## src/rtl/core_pkg.sv

```systemverilog
// Shared types for the front-end redirect logic: FSM state, event-select
// encoding and the default outstanding-fetch counter width.
package core_pkg;

  localparam int OUTST_W_DEF = 2;

  typedef enum logic {
    IDLE = 1'b0,
    HOLD = 1'b1
  } rd_state_e;

  typedef enum logic [1:0] {
    EV_NONE = 2'd0,
    EV_EX   = 2'd1,
    EV_ERTN = 2'd2,
    EV_BR   = 2'd3
  } ev_sel_e;

endpackage

```

## src/rtl/fetch_inflight_cnt.sv

```systemverilog
// Up/down counter of instruction fetches accepted by the SRAM but not yet answered.
// Callers must never increment when full or decrement at zero.
module fetch_inflight_cnt #(
  parameter int W = 2
) (
  input  logic         clk,
  input  logic         reset,
  input  logic         inc,
  input  logic         dec,
  output logic [W-1:0] count,
  output logic [W-1:0] count_next,
  output logic         full
);

  logic [W-1:0] count_q;

  assign count_next = count_q + W'(inc) - W'(dec);
  assign count      = count_q;
  assign full       = &count_q;

  always_ff @(posedge clk or posedge reset) begin
    if (reset) count_q <= '0;
    else       count_q <= count_next;
  end

endmodule

```

## src/rtl/redirect_ctrl.sv

```systemverilog
// Redirect/flush controller: prioritises WB exception, ERTN and EX branch events,
// holds the redirect PC until fetched, and discards wrong-path fetch responses.
module redirect_ctrl
  import core_pkg::*;
#(
  parameter int OUTST_W = OUTST_W_DEF
) (
  input  logic        clk,
  input  logic        reset,
  input  logic        wb_ex,
  input  logic        wb_ertn,
  input  logic [31:0] csr_eentry,
  input  logic [31:0] csr_era,
  input  logic        br_taken,
  input  logic [31:0] br_target,
  input  logic        fs_req_ok,
  input  logic        fs_resp_ok,
  output logic        flush_all,
  output logic        flush_front,
  output logic        redirect_valid,
  output logic [31:0] redirect_pc,
  output logic        discard_resp,
  output logic        fetch_block,
  output logic        busy
);

  rd_state_e          state_q;
  logic [31:0]        redirect_pc_q;
  logic [OUTST_W-1:0] cancel_q, cancel_d;
  logic [OUTST_W-1:0] inflight, inflight_next;
  logic               inflight_full;
  ev_sel_e            ev_sel;
  logic [31:0]        ev_target;
  logic               ev_any;

  fetch_inflight_cnt #(.W(OUTST_W)) u_inflight (
    .clk        (clk),
    .reset      (reset),
    .inc        (fs_req_ok),
    .dec        (fs_resp_ok),
    .count      (inflight),
    .count_next (inflight_next),
    .full       (inflight_full)
  );

  // A branch seen during HOLD comes from an already-flushed stage and is dropped.
  always_comb begin
    ev_sel    = EV_NONE;
    ev_target = '0;
    if (wb_ex) begin
      ev_sel    = EV_EX;
      ev_target = csr_eentry;
    end else if (wb_ertn) begin
      ev_sel    = EV_ERTN;
      ev_target = csr_era;
    end else if (br_taken && state_q == IDLE) begin
      ev_sel    = EV_BR;
      ev_target = br_target;
    end
  end

  assign ev_any      = (ev_sel != EV_NONE);
  assign flush_all   = (ev_sel == EV_EX) || (ev_sel == EV_ERTN);
  assign flush_front = (ev_sel == EV_BR);

  assign discard_resp = (cancel_q != '0) && fs_resp_ok;

  // Everything already accepted (including this cycle's request) is wrong-path.
  always_comb begin
    cancel_d = cancel_q;
    if (ev_any)            cancel_d = inflight_next;
    else if (discard_resp) cancel_d = cancel_q - OUTST_W'(1);
  end

  always_ff @(posedge clk or posedge reset) begin
    if (reset) begin
      state_q       <= IDLE;
      redirect_pc_q <= '0;
      cancel_q      <= '0;
    end else begin
      cancel_q <= cancel_d;
      case (state_q)
        IDLE: begin
          if (ev_any) begin
            state_q       <= HOLD;
            redirect_pc_q <= ev_target;
          end
        end
        HOLD: begin
          // A new WB event re-arms HOLD; a request issued this cycle went to the old PC.
          if (ev_any)         redirect_pc_q <= ev_target;
          else if (fs_req_ok) state_q       <= IDLE;
        end
        default: state_q <= IDLE;
      endcase
    end
  end

  assign redirect_valid = (state_q == HOLD);
  assign redirect_pc    = redirect_pc_q;
  assign fetch_block    = inflight_full;
  assign busy           = (state_q == HOLD) || (cancel_q != '0);

endmodule
```

## config.mk

```make
export PLATFORM = sky130hd
export DESIGN_NAME = redirect_ctrl
export DESIGN_NICKNAME = d
export VERILOG_FILES = /design/src/rtl/core_pkg.sv /design/src/rtl/fetch_inflight_cnt.sv /design/src/rtl/redirect_ctrl.sv
export SDC_FILE = /design/constraint.sdc
export NUM_CORES = 1
export LEC_CHECK = 0
export ABC_CLOCK_PERIOD_IN_PS = 2810
export CAP_MARGIN = 10
export CORE_AREA = 5 5 78 80
export DETAILED_ROUTE_END_ITERATION = 12
export DIE_AREA = 0 0 83 85
export PLACE_DENSITY_LB_ADDON = 0.3
export SLEW_MARGIN = 0
export SYNTH_ARGS = -nofsm -noshare
export SYNTH_HDL_FRONTEND = slang
export SYNTH_SLANG_ARGS = --single-unit
```

## constraint.sdc

```tcl
create_clock -name clk -period 2.81 [get_ports clk]
set_input_delay 0.4215 -clock clk [delete_from_list [all_inputs] [get_ports clk]]
set_output_delay 0.4215 -clock clk [all_outputs]
set_load 0.05 [all_outputs]
```

* Word-level counts from Yosys, hierarchy flattened
Index checks and enable logic that the tools add are counted.
Cells by class: add/subtract/negate cells 3, equality and inequality tests 3, mux-type cells 13, bitwise logic cells 1, reduce and logical (&&, ||, !) cells 8
Operators by type and width (number):
- 32-bit 2-to-1 mux | 4
- 2-bit 2-to-1 mux | 5
- 2-bit nonzero test | 3
- 2-bit == test (second input constant) | 2
- 1-bit 2-to-1 mux | 3
- 2-bit by 1-bit adder with 2-bit output | 1
- 2-bit by 1-bit == test with 1-bit output (second input constant) | 1
- 1-bit logical AND | 2
- 1-bit logical OR | 2
- 1-bit one-hot mux with 2 select lines | 1
- 2-bit AND reduction | 1
- 2-bit by 1-bit subtractor with 2-bit output | 1
- 2-bit by 1-bit subtractor with 2-bit output (second input constant) | 1
- 1-bit NOT | 1
Word-level totals: register bits after elaboration 37, input port bits 103, logic and storage cells 32

* Longest topological paths before layout
depth in word-level cells 8, gate-level depth with buffers 7

* Modules after synthesis
Synthesis repeated with hierarchy kept, for this count alone.
Second synthesis, totals: cell total of the unflattened synthesis 139, area, all modules 1814.2 um2
By module, submodules not included:
- redirect_ctrl | times used 1, cells an instance 130, area an instance 1697.9 um2
- fetch_inflight_cnt | times used 1, cells an instance 9, area an instance 116.4 um2

* Worst setup path after synthesis
Ideal clock, no wire load.
kind reg2reg, from register cancel_q[0], to register cancel_q[1], setup time 0.128 ns, arrival time 1.838 ns, path slack 0.844 ns, cell stages (with the launch flop) 6, buffers on the path 0, clock period less this slack 1.966 ns, cells stage by stage dfrtp_1 > inv_1 > ha_1 > nor2b_1 > mux2i_1 > mux2_1
Between the ends: word-level cells in the longest chain between the ends 3
RTL lines:
- from (decl) | line redirect_ctrl.sv:29 | logic [OUTST_W-1:0] cancel_q, cancel_d;
- from (signal assigned) | line redirect_ctrl.sv:81 | cancel_q <= cancel_d;
- 2-bit nonzero test | line redirect_ctrl.sv:66 | assign discard_resp = (cancel_q != '0) && fs_resp_ok;
- 1-bit logical AND | line redirect_ctrl.sv:66
- net discard_resp | line redirect_ctrl.sv:22 | output logic discard_resp,
- 2-bit nonzero test (no source line)
The timed path passes the listed nets, and every way through them passes these cells. The select of a mux whose other input is x is not followed. A chain may end at the register's enable or synchronous reset.

* Worst setup path after layout
from register cancel_q[0], to output port busy
Between the ends: word-level cells in the longest chain between the ends 2
RTL lines:
- 2-bit nonzero test | line redirect_ctrl.sv:102 | assign busy = (state_q == HOLD) || (cancel_q != '0);
- 1-bit logical OR | line redirect_ctrl.sv:102
- to (decl) | line redirect_ctrl.sv:24 | output logic busy
Every way passes these cells.

==> impl_metrics.py <==
metrics = {
    "synthesis": {
        "yosysUniqueCellTypes": 19,
        "synth_fa_ha_area_share_pct": 2.08,
        "async_flop_share_pct": 100,
        "yosys_warnings": 0,
        "synth_top_family_by_area": "compound AO/OA/AOI/OAI gates",
        "synth_edf_count": 0,
        "ys_seq_elements": 37,
        "ys_top_cells_by_area": "dfrtp_1 (51%), a221o_1 (18%), a22o_1 (16%)",
        "syn_nets": 245,
        "synthXorXnorAreaFrac_pct": 1.46,
        "synthTopCellsByCount": "dfrtp_1 (37), a221o_1 (32), a22o_1 (32), clkbuf_1 (7)",
        "synth_top_area_share_pct": 51.3,
        "synth_compound_area_share_pct": 34.0,
        "synth.largest_area_cell": "dfrtp_1",
        "synthCells": 139,
        "synth_ff_type": "dfrtp_1",
        "synthMuxAreaShare_pct": 1.80,
        "netlist_area_um2": 1800,
        "synth-simple-area-share_pct": 2.64,
        "yosysMostFrequentCell": "dfrtp_1",
        "syn_area_per_cell_um2": 13.0,
        "yosysSeqAreaShare_pct": 51.3,
    },
    "finish": {
        "drive_gt1_share_pct": 7.53,
        "diodes": 0,
        "syn2layout_area_growth_pct": 87.7,
        "nNetsFinal": 384,
        "fin_cells": 351,
    },
    "grt": {
        "use_met2_pct": 28.6,
        "grt_pass1_vias": 1915,
        "track_usage_pct": 17.2,
        "grt_pass1_wl_um": 9740,
        "antenna_found_initial": 0,
        "gr-total-overflow": 0,
        "gr-max-usage-layer": "met2",
        "gr-usage-met3_pct": 7.09,
        "grt_max_degree": 38,
        "met1_usage_pct": 20.2,
    },
    "min_path": {
        "hold_path_class": "register to register",
    },
    "drt": {
        "drtAntennaViolNets": 0,
        "routed_via_density": 5.17,
        "drc": 0,
        "drt_wl_total_um": 6160,
        "vias": 1816,
        "first_iter_violations": 45,
        "avgRoutedWirePerCell_um": 17.5,
        "dr.pass1.iters": 4,
    },
    "cts": {
        "numCtsBuffers": 5,
        "clk_pin_slew_ns": 0.07,
        "cts-root-buf": "clkbuf_8",
        "cts_tree": "yes",
        "cts_sinks": 37,
        "post_cts_buffers": 0,
        "cts-htree-levels": 2,
        "cts_hold_buf": 0,
        "cts_resized": 0,
        "clock_path_buffers": 2,
        "worstSkewPairLatency_ns": 0.29,
    },
    "pwr": {
        "clock_power_share_pct": 25.3,
        "pwr_density_cell_nw_per_um2": 550,
        "ir_drop_uv": 212,
        "internal_power_mw": 1.25,
        "leakage_nw": 1.41,
        "netSwitchingFraction_pct": 32.8,
        "p_switching_mw": 0.611,
        "power_frac_comb_pct": 39.8,
        "seq_power_share_pct": 34.9,
    },
    "timing": {
        "fmax_ghz": 0.462,
        "slew_headroom_pct": 57.9,
        "period_share_pct": 77.0,
        "rsz0062_at_grt": "no",
        "finalMaxSlewViolations": 0,
        "skew_ns": 0.00779,
        "timing.final.hold_violations": 0,
        "fin_setup_tns_ns": 0,
        "setup_viol_count_final": 0,
        "worst_pin_slew_ns": 0.629,
        "period_minus_slack_ns": 2.16,
    },
    "worst_setup_path": {
        "worstSetupEndpointType": "primary output",
        "cp.arrival_ns": 1.74,
        "crit_fanout": 2,
        "worstPathRequired_ns": 2.39,
        "start_kind": "register",
        "path_class": "register to primary output",
    },
    "outcome": {
        "outcome": "completed",
    },
    "floorplan": {
        "ios": 141,
        "dieArea_um2": 7060,
        "start_util_pct": 33.8,
        "core_um2": 5340,
        "die_x_um": 83,
        "rows": 27,
        "dieHeight_um": 85,
    },
    "flow_run": {
        "drv_cap": 0,
    },
    "placed_design": {
        "routabilityCongestion": 0.793,
        "dp.cells": 343,
        "io_buffers": 140,
        "dp_hpwl_um": 4800,
    },
}
## routing by layer
layer	wire [um]	part of all wire (%)
met1	2550	41
met2	2930	48
met3	602	9.8
met4	70	1.1
met5	0	0
## worst max-delay path, cell delays in order (launching register included)
cell and delay (ns):
dfrtp_1 0.32, inv_1 0.06, ha_1 0.22, nand2_1 0.07, clkdlybuf4s50_1 0.79
## metrics by stage
stage | worst slack, ns | power [mW] | util, % | hold slack [ns] | area, um2
5_1_grt | 0.578 | 1.96 | 63.5 | 0.534 | 3390
3_3_place_gp | 0.669 | 1.39 | 61.3 | 0.495 | 3270
2_1_floorplan | 0.844 | 1.09 | - | 0.502 | 1800
4_1_cts | 0.627 | 1.89 | 63.5 | 0.518 | 3390
3_5_place_dp | 0.653 | 1.41 | 61.3 | 0.493 | 3270
6_report | 0.646 | 1.86 | 63.5 | 0.514 | 3390
## cells in the final DEF, fill, tap and decap left out
cell,n
a221o_1,32
clkbuf_1,1
o21ai_1,1
or2_1,1
nor3b_4,1
nor2b_1,1
mux2i_1,1
clkbuf_8,6
buf_12,2
and2_1,1
nand2_1,1
nor2b_2,1
mux2_1,2
buf_4,8
inv_2,1
inv_1,5
a22o_1,32
a21oi_2,1
clkdlybuf4s50_1,137
bufinv_16,1
xnor2_1,3
dfrtp_1,37
ha_1,3
## sequential cells by signal, indices dropped and copies added, names as in the netlist
register and cells:
redirect_pc 32, redirect_valid 1, u_inflight.count 2, cancel_q 2
## power groups by stage
stage                     registers, mW  clock network [mW]  logic (mW)
after floorplan                   0.818                   0       0.268
after global placement            0.658                   0       0.736
after detailed placement          0.659                   0       0.748
after CTS                         0.651               0.490       0.751
after global routing              0.660               0.509       0.792
final                             0.651               0.471       0.743
## logic make-up (layout without fill, tap and decap cells)
family	after synthesis	count (layout)
adder cells (fa/ha/maj)	3	3
flip-flops	37	37
multiplexers	3	3
XOR/XNOR	3	3
AO/OA/AOI/OAI	66	66
AND/OR/NAND/NOR	6	6
buffers and inverters	21	161
## layout make-up
class | count | area [um2]
Tap cell | 72 | 90.1
Timing Repair Buffer | 147 | 1470
Fill cell | 465 | 1950
Clock inverter | 1 | 30.0
Clock buffer | 7 | 86.3
Multi-Input combinational cell | 81 | 761
Inverter | 6 | 22.5
Sequential cell | 37 | 926
## worst paths after layout
path | from | end | slack [ns] | cells past startpoint
worst max-delay path | cancel_q[0] | busy | 0.65 | 4
worst min-delay path | redirect_pc[25] | redirect_pc[25] | 0.51 | 1
worst max register to register | u_inflight.count[0] | cancel_q[1] | 1.25 | 7
worst min register to register | redirect_pc[25] | redirect_pc[25] | 0.51 | 1
max in group asynchronous | reset | redirect_pc[27] | 1.93 | 3
min in group asynchronous | reset | redirect_valid | 0.53 | 3
No activity file was read; power rests on OpenSTA's default activity.
